File: config.mk
export PLATFORM = sky130hd
export DESIGN_NAME = mrna_iso_seq_flat
export DESIGN_NICKNAME = d
export VERILOG_FILES = /design/src/rtl/mrna_iso_seq_if.sv /design/src/rtl/mrna_iso_seq.sv /design/src/flat_wrapper.sv
export SDC_FILE = /design/constraint.sdc
export NUM_CORES = 1
export LEC_CHECK = 0
export BUFFER_PORTS_ARGS = -buffer_cell sky130_fd_sc_hd__buf_4
export CORE_MARGIN = 1
export CORE_UTILIZATION = 30
export DETAILED_ROUTE_END_ITERATION = 6
export MAX_ROUTING_LAYER = met4
export PLACE_DENSITY_LB_ADDON = 0.1
export SLEW_MARGIN = 20
export SYNTH_ARGS = -nofsm -noshare
export SYNTH_HDL_FRONTEND = slang
export SYNTH_SLANG_ARGS = --single-unit
File: constraint.sdc
create_clock -name clk -period 5 [get_ports clk]
set_input_delay 0 -clock clk [delete_from_list [all_inputs] [get_ports clk]]
set_output_delay 0 -clock clk [all_outputs]
set_load 0.03 [all_outputs]
File: src/rtl/mrna_iso_seq_if.sv
// Command/status bundle between a run controller and the isolation sequencer.
// Latency: none (wires only).
// Backpressure: none; start/abort are level-sampled, status is registered in the sequencer.
interface mrna_iso_seq_if;
    logic       start;
    logic       abort;
    logic       cells_in_ctrl;
    logic       cells_out_ctrl;
    logic       beads_ctrl;
    logic       lysis_in_ctrl;
    logic       lysis_out_ctrl;
    logic       push_ctrl;
    logic       sep_ctrl;
    logic       sieve_ctrl;
    logic       waste_ctrl;
    logic       collect_ctrl;
    logic       pump1;
    logic       pump2;
    logic       pump3;
    logic       busy;
    logic       done;
    logic       aborted;
    logic [2:0] step;

    modport master (
        output start, abort,
        input  cells_in_ctrl, cells_out_ctrl, beads_ctrl, lysis_in_ctrl, lysis_out_ctrl,
        input  push_ctrl, sep_ctrl, sieve_ctrl, waste_ctrl, collect_ctrl,
        input  pump1, pump2, pump3, busy, done, aborted, step
    );

    modport slave (
        input  start, abort,
        output cells_in_ctrl, cells_out_ctrl, beads_ctrl, lysis_in_ctrl, lysis_out_ctrl,
        output push_ctrl, sep_ctrl, sieve_ctrl, waste_ctrl, collect_ctrl,
        output pump1, pump2, pump3, busy, done, aborted, step
    );
endinterface

File: src/rtl/mrna_iso_seq.sv
// Sequences the mRNA isolation valve bank and peristaltic pump through one run.
// Latency: state, valves and pumps all register on the same edge; start acts on the next edge.
// Backpressure: none; abort in any active step returns to IDLE on the next edge.
module mrna_iso_seq #(
    parameter int PHASE_TICKS  = 4,
    parameter int PUMP_STROKES = 8,
    parameter int LYSIS_WAIT   = 100
) (
    input  logic          clk,
    input  logic          rst_n,
    mrna_iso_seq_if.slave bus
);
    typedef enum logic [2:0] {
        IDLE       = 3'd0,
        LOAD_CELLS = 3'd1,
        LOAD_BEADS = 3'd2,
        LYSIS      = 3'd3,
        INCUBATE   = 3'd4,
        WASH       = 3'd5,
        COLLECT    = 3'd6,
        DONE       = 3'd7
    } state_t;

    localparam logic [7:0]  TICK_LAST   = 8'(PHASE_TICKS - 1);
    localparam logic [7:0]  STROKE_LAST = 8'(PUMP_STROKES - 1);
    localparam logic [15:0] WAIT_LAST   = 16'(LYSIS_WAIT - 1);

    // Valve bit order: cells_in, cells_out, beads, lysis_in, lysis_out, push, sep, sieve, waste, collect
    state_t      state, state_nx;
    logic [7:0]  tick_q, tick_nx;
    logic [1:0]  phase_q, phase_nx;
    logic [7:0]  stroke_q, stroke_nx;
    logic [15:0] wait_q, wait_nx;
    logic [9:0]  valves_q, valves_nx;
    logic [2:0]  pumps_q, pumps_nx;
    logic        busy_q, busy_nx;
    logic        done_q, done_nx;
    logic        aborted_q, aborted_nx;
    logic        in_transfer, nx_transfer, xfer_last, active;

    // Next state, counter advance and the output image of the state being entered
    always_comb begin
        state_nx   = state;
        tick_nx    = tick_q;
        phase_nx   = phase_q;
        stroke_nx  = stroke_q;
        wait_nx    = wait_q;
        valves_nx  = 10'b0;
        pumps_nx   = 3'b000;
        aborted_nx = 1'b0;

        in_transfer = (state == LOAD_CELLS) || (state == LOAD_BEADS) || (state == LYSIS) ||
                      (state == WASH) || (state == COLLECT);
        active      = (state != IDLE) && (state != DONE);
        xfer_last   = (tick_q == TICK_LAST) && (phase_q == 2'd2) && (stroke_q == STROKE_LAST);

        case (state)
            IDLE:       if (bus.start) state_nx = LOAD_CELLS;
            LOAD_CELLS: if (xfer_last) state_nx = LOAD_BEADS;
            LOAD_BEADS: if (xfer_last) state_nx = LYSIS;
            LYSIS:      if (xfer_last) state_nx = INCUBATE;
            INCUBATE:   if (wait_q == WAIT_LAST) state_nx = WASH;
            WASH:       if (xfer_last) state_nx = COLLECT;
            COLLECT:    if (xfer_last) state_nx = DONE;
            DONE:       state_nx = IDLE;
            default:    state_nx = IDLE;
        endcase

        // Abort beats every other transition, including the last COLLECT cycle
        if (active && bus.abort) begin
            state_nx   = IDLE;
            aborted_nx = 1'b1;
        end

        // Fresh counters on every entry; otherwise step tick -> phase -> stroke
        if (state_nx != state) begin
            tick_nx   = 8'd0;
            phase_nx  = 2'd0;
            stroke_nx = 8'd0;
            wait_nx   = 16'd0;
        end else if (in_transfer) begin
            if (tick_q == TICK_LAST) begin
                tick_nx = 8'd0;
                if (phase_q == 2'd2) begin
                    phase_nx  = 2'd0;
                    stroke_nx = stroke_q + 8'd1;
                end else begin
                    phase_nx = phase_q + 2'd1;
                end
            end else begin
                tick_nx = tick_q + 8'd1;
            end
        end else if (state == INCUBATE) begin
            wait_nx = wait_q + 16'd1;
        end

        case (state_nx)
            LOAD_CELLS: valves_nx = 10'b1100000100;
            LOAD_BEADS: valves_nx = 10'b0010000110;
            LYSIS:      valves_nx = 10'b0001100000;
            WASH:       valves_nx = 10'b0000011010;
            COLLECT:    valves_nx = 10'b0000011001;
            default:    valves_nx = 10'b0;
        endcase

        nx_transfer = (state_nx == LOAD_CELLS) || (state_nx == LOAD_BEADS) || (state_nx == LYSIS) ||
                      (state_nx == WASH) || (state_nx == COLLECT);
        if (nx_transfer) begin
            case (phase_nx)
                2'd0:    pumps_nx = 3'b011;
                2'd1:    pumps_nx = 3'b101;
                default: pumps_nx = 3'b110;
            endcase
        end

        busy_nx = (state_nx != IDLE) && (state_nx != DONE);
        done_nx = (state_nx == DONE);
    end

    // State, counters and registered outputs; reset clears everything at once
    always_ff @(posedge clk or negedge rst_n) begin
        if (!rst_n) begin
            state     <= IDLE;
            tick_q    <= 8'd0;
            phase_q   <= 2'd0;
            stroke_q  <= 8'd0;
            wait_q    <= 16'd0;
            valves_q  <= 10'b0;
            pumps_q   <= 3'b000;
            busy_q    <= 1'b0;
            done_q    <= 1'b0;
            aborted_q <= 1'b0;
        end else begin
            state     <= state_nx;
            tick_q    <= tick_nx;
            phase_q   <= phase_nx;
            stroke_q  <= stroke_nx;
            wait_q    <= wait_nx;
            valves_q  <= valves_nx;
            pumps_q   <= pumps_nx;
            busy_q    <= busy_nx;
            done_q    <= done_nx;
            aborted_q <= aborted_nx;
        end
    end

    assign bus.step           = state;
    assign bus.cells_in_ctrl  = valves_q[9];
    assign bus.cells_out_ctrl = valves_q[8];
    assign bus.beads_ctrl     = valves_q[7];
    assign bus.lysis_in_ctrl  = valves_q[6];
    assign bus.lysis_out_ctrl = valves_q[5];
    assign bus.push_ctrl      = valves_q[4];
    assign bus.sep_ctrl       = valves_q[3];
    assign bus.sieve_ctrl     = valves_q[2];
    assign bus.waste_ctrl     = valves_q[1];
    assign bus.collect_ctrl   = valves_q[0];
    assign bus.pump1          = pumps_q[2];
    assign bus.pump2          = pumps_q[1];
    assign bus.pump3          = pumps_q[0];
    assign bus.busy           = busy_q;
    assign bus.done           = done_q;
    assign bus.aborted        = aborted_q;
endmodule

File: src/flat_wrapper.sv
// flat-port wrapper written by rule: the top's interface ports become plain ports
module mrna_iso_seq_flat 
#(
    parameter int PHASE_TICKS  = 4,
    parameter int PUMP_STROKES = 8,
    parameter int LYSIS_WAIT   = 100
)
  (clk, rst_n, bus_start, bus_abort, bus_cells_in_ctrl, bus_cells_out_ctrl, bus_beads_ctrl, bus_lysis_in_ctrl, bus_lysis_out_ctrl, bus_push_ctrl, bus_sep_ctrl, bus_sieve_ctrl, bus_waste_ctrl, bus_collect_ctrl, bus_pump1, bus_pump2, bus_pump3, bus_busy, bus_done, bus_aborted, bus_step);
  mrna_iso_seq_if bus_i ();
  input  logic clk;
  input  logic rst_n;
  input wire logic [$bits(bus_i.start)-1:0] bus_start;
  input wire logic [$bits(bus_i.abort)-1:0] bus_abort;
  output wire logic [$bits(bus_i.cells_in_ctrl)-1:0] bus_cells_in_ctrl;
  output wire logic [$bits(bus_i.cells_out_ctrl)-1:0] bus_cells_out_ctrl;
  output wire logic [$bits(bus_i.beads_ctrl)-1:0] bus_beads_ctrl;
  output wire logic [$bits(bus_i.lysis_in_ctrl)-1:0] bus_lysis_in_ctrl;
  output wire logic [$bits(bus_i.lysis_out_ctrl)-1:0] bus_lysis_out_ctrl;
  output wire logic [$bits(bus_i.push_ctrl)-1:0] bus_push_ctrl;
  output wire logic [$bits(bus_i.sep_ctrl)-1:0] bus_sep_ctrl;
  output wire logic [$bits(bus_i.sieve_ctrl)-1:0] bus_sieve_ctrl;
  output wire logic [$bits(bus_i.waste_ctrl)-1:0] bus_waste_ctrl;
  output wire logic [$bits(bus_i.collect_ctrl)-1:0] bus_collect_ctrl;
  output wire logic [$bits(bus_i.pump1)-1:0] bus_pump1;
  output wire logic [$bits(bus_i.pump2)-1:0] bus_pump2;
  output wire logic [$bits(bus_i.pump3)-1:0] bus_pump3;
  output wire logic [$bits(bus_i.busy)-1:0] bus_busy;
  output wire logic [$bits(bus_i.done)-1:0] bus_done;
  output wire logic [$bits(bus_i.aborted)-1:0] bus_aborted;
  output wire logic [$bits(bus_i.step)-1:0] bus_step;
  assign bus_i.start = bus_start;
  assign bus_i.abort = bus_abort;
  assign bus_cells_in_ctrl = bus_i.cells_in_ctrl;
  assign bus_cells_out_ctrl = bus_i.cells_out_ctrl;
  assign bus_beads_ctrl = bus_i.beads_ctrl;
  assign bus_lysis_in_ctrl = bus_i.lysis_in_ctrl;
  assign bus_lysis_out_ctrl = bus_i.lysis_out_ctrl;
  assign bus_push_ctrl = bus_i.push_ctrl;
  assign bus_sep_ctrl = bus_i.sep_ctrl;
  assign bus_sieve_ctrl = bus_i.sieve_ctrl;
  assign bus_waste_ctrl = bus_i.waste_ctrl;
  assign bus_collect_ctrl = bus_i.collect_ctrl;
  assign bus_pump1 = bus_i.pump1;
  assign bus_pump2 = bus_i.pump2;
  assign bus_pump3 = bus_i.pump3;
  assign bus_busy = bus_i.busy;
  assign bus_done = bus_i.done;
  assign bus_aborted = bus_i.aborted;
  assign bus_step = bus_i.step;
  mrna_iso_seq #(.PHASE_TICKS(PHASE_TICKS), .PUMP_STROKES(PUMP_STROKES), .LYSIS_WAIT(LYSIS_WAIT)) u_core (.clk(clk), .rst_n(rst_n), .bus(bus_i));
endmodule
Word level (Yosys, flattened, before mapping)
Cells that the tools add are included.

storage, ports and cells
  register bits after elaboration = 53
  input bits = 4
  output and inout port bits = 19
  logic and storage cells = 86

cells by class
  add/sub/neg operators = 4
  equality and inequality tests = 22
  muxes and demuxes = 27
  reduce and logical (&&, ||, !) cells = 23

operators with widths
  cell                                             number
  two-way mux 8 bit                                7
  case mux 10 bit (5 select lines)                 1
  two-way mux 16 bit                               3
  two-way mux 3 bit                                9
  case mux 3 bit (8 select lines)                  1
  == test 3 bit (second input constant)            7
  adder 16 x 1 -> 16 bit (second input constant)   1
  adder 8 x 1 -> 8 bit (second input constant)     2
  == test 16 x 7 -> 1 bit (second input constant)  1
  == test 3 x 2 -> 1 bit (second input constant)   4
  == test 8 x 2 -> 1 bit (second input constant)   1
  == test 8 x 3 -> 1 bit (second input constant)   1
  logical OR 1 bit                                 8
  two-way mux 2 bit                                4
  nonzero test 2 bit                               4
  == test 3 x 1 -> 1 bit (second input constant)   2
  inequality test 3 bit (second input constant)    2
  case mux 3 bit (2 select lines)                  1
  nonzero test 3 bit                               2
  logical AND 1 bit                                5
  zero test 3 bit                                  1
  inequality test 3 bit                            1
  AND reduction 3 bit                              1
  adder 2 x 1 -> 2 bit (second input constant)     1
  other kinds (6)                                  6

Longest topological paths before layout
  depth in word-level cells = 12
  depth in mapped cells = 8

Worst setup path before layout
OpenSTA, ideal clock, no wires.

  kind = register -> register
  from = register u_core.tick_q[0]
  to = register u_core.pumps_q[0]
  library setup time = 119 ps
  arrival time = 2,150 ps
  required time = 4,881 ps
  path slack = 2,731 ps
  cell stages (with the launch flop) = 8
  clock period less this slack = 2,269 ps
  cell sequence = dfrtp_1 -> ha_1 -> or3b_2 -> or4b_1 -> buf_2 -> nor3b_1 -> a21oi_1 -> o21ba_2

on the way
  word-level cells in the longest chain between the ends = 12
  elaborated cells on any way between the ends = 27
  those cells by class = eq/ne (8); mux (12); reduce/logical (7)

RTL lines
  what                                                                      RTL line                                source
  start, declared                                                           mrna_iso_seq.sv:30                      logic [7:0] tick_q, tick_nx;
  start signal, assigned                                                    mrna_iso_seq.sv:135                     tick_q <= tick_nx;
  == test 8 x 2 -> 1 bit (*)                                                mrna_iso_seq.sv:55, mrna_iso_seq.sv:82
  branches (longest 10 deep; another with case mux 3 bit (8 select lines))  n/a
  two-way mux 3 bit (*)                                                     mrna_iso_seq.sv:108                     if (nx_transfer) begin
  net u_core.pumps_nx[0]                                                    mrna_iso_seq.sv:35                      logic [2:0] pumps_q, pumps_nx;
  end signal, assigned                                                      mrna_iso_seq.sv:140                     pumps_q <= pumps_nx;
  end, declared                                                             mrna_iso_seq.sv:35

Mark *: on every way through the listed nets, which the timed path passes.
A chain may end at the register's enable or synchronous reset.

Final worst setup path
  from = register u_core.tick_q[0]
  to = register u_core.pumps_q[2]

The elaborated chain is that of the path after synthesis.

==> out/summary.txt <==
Status: finished clean
Core area: 8720 sq um
Mapped Cells: 290
Cell area after synthesis: 2700 sq um
Commonest cells in the netlist: 50 x dfrtp_1, 40 x nor2_1, 21 x a21oi_1
Setup_tns: 0 ns
Crit path required time: 5.17 ns
CP Class: reg2reg
Post-route DRC violation count: 0
Final setup violation count: 0
Finished Layout Cells: 416
Post-CTS Resized: 0
CTS tree: done
Vias in the first global route: 2032
Worst clock skew: 0.0117 ns
Worst-Skew Late Latency: 0.32 ns
Buffers and inverters on the worst path: 1
Post-route cell area: 3040 sq um
Layout cells sized above 1: 14.0%
# diodes: 0
Top-area cell type share of the netlist area: 46.4%
CP top delay family: simple AND/OR/NAND/NOR gates
Tcrit/Tclk final: 60.2%
Synth area leaders: dfrtp_1 46%, nor2_1 5.6%, a21oi_1 3.9%
GRT Total Usage: 14.4%
Top_reg_cell synth: dfrtp_1
Hold Buf Count CTS: 2
CP max stage cell: or3b_2
Pleak: 1.25 nW
Slew Viols, Final: 0
Sink Count: 50
Bufs on Longest Clock Path: 2
Hold crit path type: in2reg
Die height: 96.8 um
Initial Util: 30.9%
Fill cells: 901
CP Capture Type: register
Total Power: 0.000834 W
Antenna violations before repair: 0
EDFF count, synth: 0
Sequential fraction of the synthesis area: 46.4%
Grt ovf: 0
Largest area contributor in the netlist: dfrtp_1
Multi-input logic area: 1340 sq um
Netlist cell types: 54
Final HPWL DP: 4.18 mm
Largest net degree at the start of global routing: 51
PD cells: 274 nW/um^2
Die width: 96.8 um
Most common cell in the netlist: dfrtp_1
TritonCTS Buffers: 5
Area delta synth->final: 12.7%
Wire per inst: 14.7 um
Hold Violations, Final: 0
DR iter-0 viols: 112
Post-CTS Setup Inserts: 0
Slew HR: 55.4%
Vias post-DR: 2109
Crit-path max cell delay: 0.52 ns
Fmax: 332 MHz
Max Cap Viol: 0
Placement-stage cell area: 2930 sq um
Worst slew pin tran: 0.667 ns
Register area: 1250 sq um
Routed vias/inst: 5.07
Post-Route WL: 6.13 mm
H-tree depth: 2
Cell Rows: 34
Placed Cells incl. Taps: 406
Post-DRT Antenna Nets: 0
CP cell instances: ha_1 > or3b_2 > nor3_1 > and2_1 > o31ai_1 > nand2_1 > buf_4 > a2111oi_0
First-pass GRT wire length: 10.6 mm
Worst Path Arrival: 3.19 ns
DIE AREA: 9380 sq um
Ys Warns: 0
Fin nets: 314
Seq cells post-synth: 50
Worst-path clk slew: 0.10 ns
CP Max Fanout: 24
Period minus WS final: 3.01 ns
Async set or reset register ratio after synthesis: 100%
Buffers on Ports: 22
Placer Congestion: 0.758
Root Driver: clkbuf_8
Drt first pass iters: 4
Syn avg cell area: 9.31 sq um
Num ports: 23
Crit path launch type: register
RSZ-0062 raised after global routing: no
Syn_nets: 297
Worst IR drop on VDD: 137 uV
==> per-layer routing <==
| layer | share of wire, % | GRT usage, % |
|---|---|---|
| met1 | 52 | 20.4 |
| met2 | 44 | 21.0 |
| met3 | 2.9 | 2.53 |
| met4 | 1.3 | 4.48 |
| met5 | 0 | - |
==> state kept, by name (all words and copies together), names as in the netlist <==
register / cells
u_core.wait_q: 16
u_core.stroke_q: 8
u_core.tick_q: 8
u_core.valves_q: 7
u_core.bus.step: 3
u_core.pumps_q: 3
u_core.phase_q: 2
u_core.bus.aborted: 1
u_core.bus.busy: 1
u_core.bus.done: 1
==> worst reg2reg max path, cell delays in order (launching register included) <==
cell and delay (ns):
dfrtp_1 0.41, ha_1 0.21, or3b_2 0.52, nor3_1 0.26, and2_1 0.46, o31ai_1 0.23, nand2_1 0.34, buf_4 0.35
a2111oi_0 0.10
==> path summary, 6_finish.rpt <==
check / from / endpoint / slack, ns / depth (start not counted)
max in group asynchronous: rst_n / u_core.tick_q[5] / 4.32 / 2
worst max-delay path: u_core.tick_q[0] / u_core.pumps_q[2] / 1.99 / 8
min in group asynchronous: rst_n / u_core.wait_q[9] / 0.26 / 2
worst max register to register: u_core.tick_q[0] / u_core.pumps_q[2] / 1.99 / 8
worst min-delay path: bus_start / u_core.bus.step[0] / 0.19 / 4
worst min register to register: u_core.wait_q[1] / u_core.wait_q[1] / 0.55 / 2
==> layout make-up <==
class / instances / share of cell area (%)
multi-input combinational: 217 / 44.0
sequential: 50 / 41.1
timing repair buffer: 26 / 6.58
tap: 108 / 4.44
clock buffer: 5 / 2.26
inverter: 7 / 0.863
clock inverter: 3 / 0.699
==> cells by family after synthesis <==
kind of cell / count (synthesis) / synth area share, %
and+or+nand+nor: 134 / 27.2
buffers and inverters: 23 / 3.99
muxes: 2 / 0.742
adders and majority gates: 3 / 1.39
xor gates and xnor gates: 20 / 6.49
DFF: 50 / 46.4
AOI/OAI and AO/OA: 58 / 13.9
==> cell usage in the layout (no fill, tap or decap), drive strengths merged, types with 2 or more instances in the layout <==
cell type / Yosys / routed
dfrtp: 50 / 50
nor2: 41 / 41
buf: 9 / 24
a21oi: 23 / 23
nand2: 17 / 17
nand3: 13 / 13
xnor2: 12 / 12
nand4: 10 / 10
o21ai: 10 / 10
nor3: 8 / 8
xor2: 8 / 8
and3: 8 / 8
inv: 7 / 7
and2: 7 / 7
a211oi: 5 / 5
clkbuf: 7 / 5
nand2b: 4 / 4
or4: 4 / 4
nor2b: 3 / 3
nand3b: 3 / 3
and4: 3 / 3
a31oi: 3 / 3
ha: 3 / 3
nor4b: 2 / 2
nor4bb: 2 / 2
a22oi: 2 / 2
o21a: 2 / 2
a31o: 2 / 2
or3: 2 / 2
mux2i: 2 / 2
o211ai: 2 / 2
dlygate4sd3: 0 / 2
nor4: 2 / 2
clkinv: 0 / 2
==> metrics by stage <==
| stage | hold WS, ns | setup slack, ns | util, % |
|---|---|---|---|
| after floorplan | -0.296 | 2.73 | - |
| after global placement | 0.0782 | 2.06 | 33.6 |
| after detailed placement | 0.0813 | 1.84 | 33.6 |
| after CTS | 0.172 | 1.87 | 34.9 |
| after global routing | 0.244 | 1.62 | 34.9 |
| final | 0.191 | 1.99 | 34.9 |
==> power by group <==
part	switching, W	total, W	internal, W
registers	0.0000181	0.000438	0.000420
logic	0.000104	0.000152	0.0000486
clock network	0.000145	0.000244	0.0000987
total	0.000267	0.000834	0.000567
Note: power is estimated with default switching activity, not from simulation.
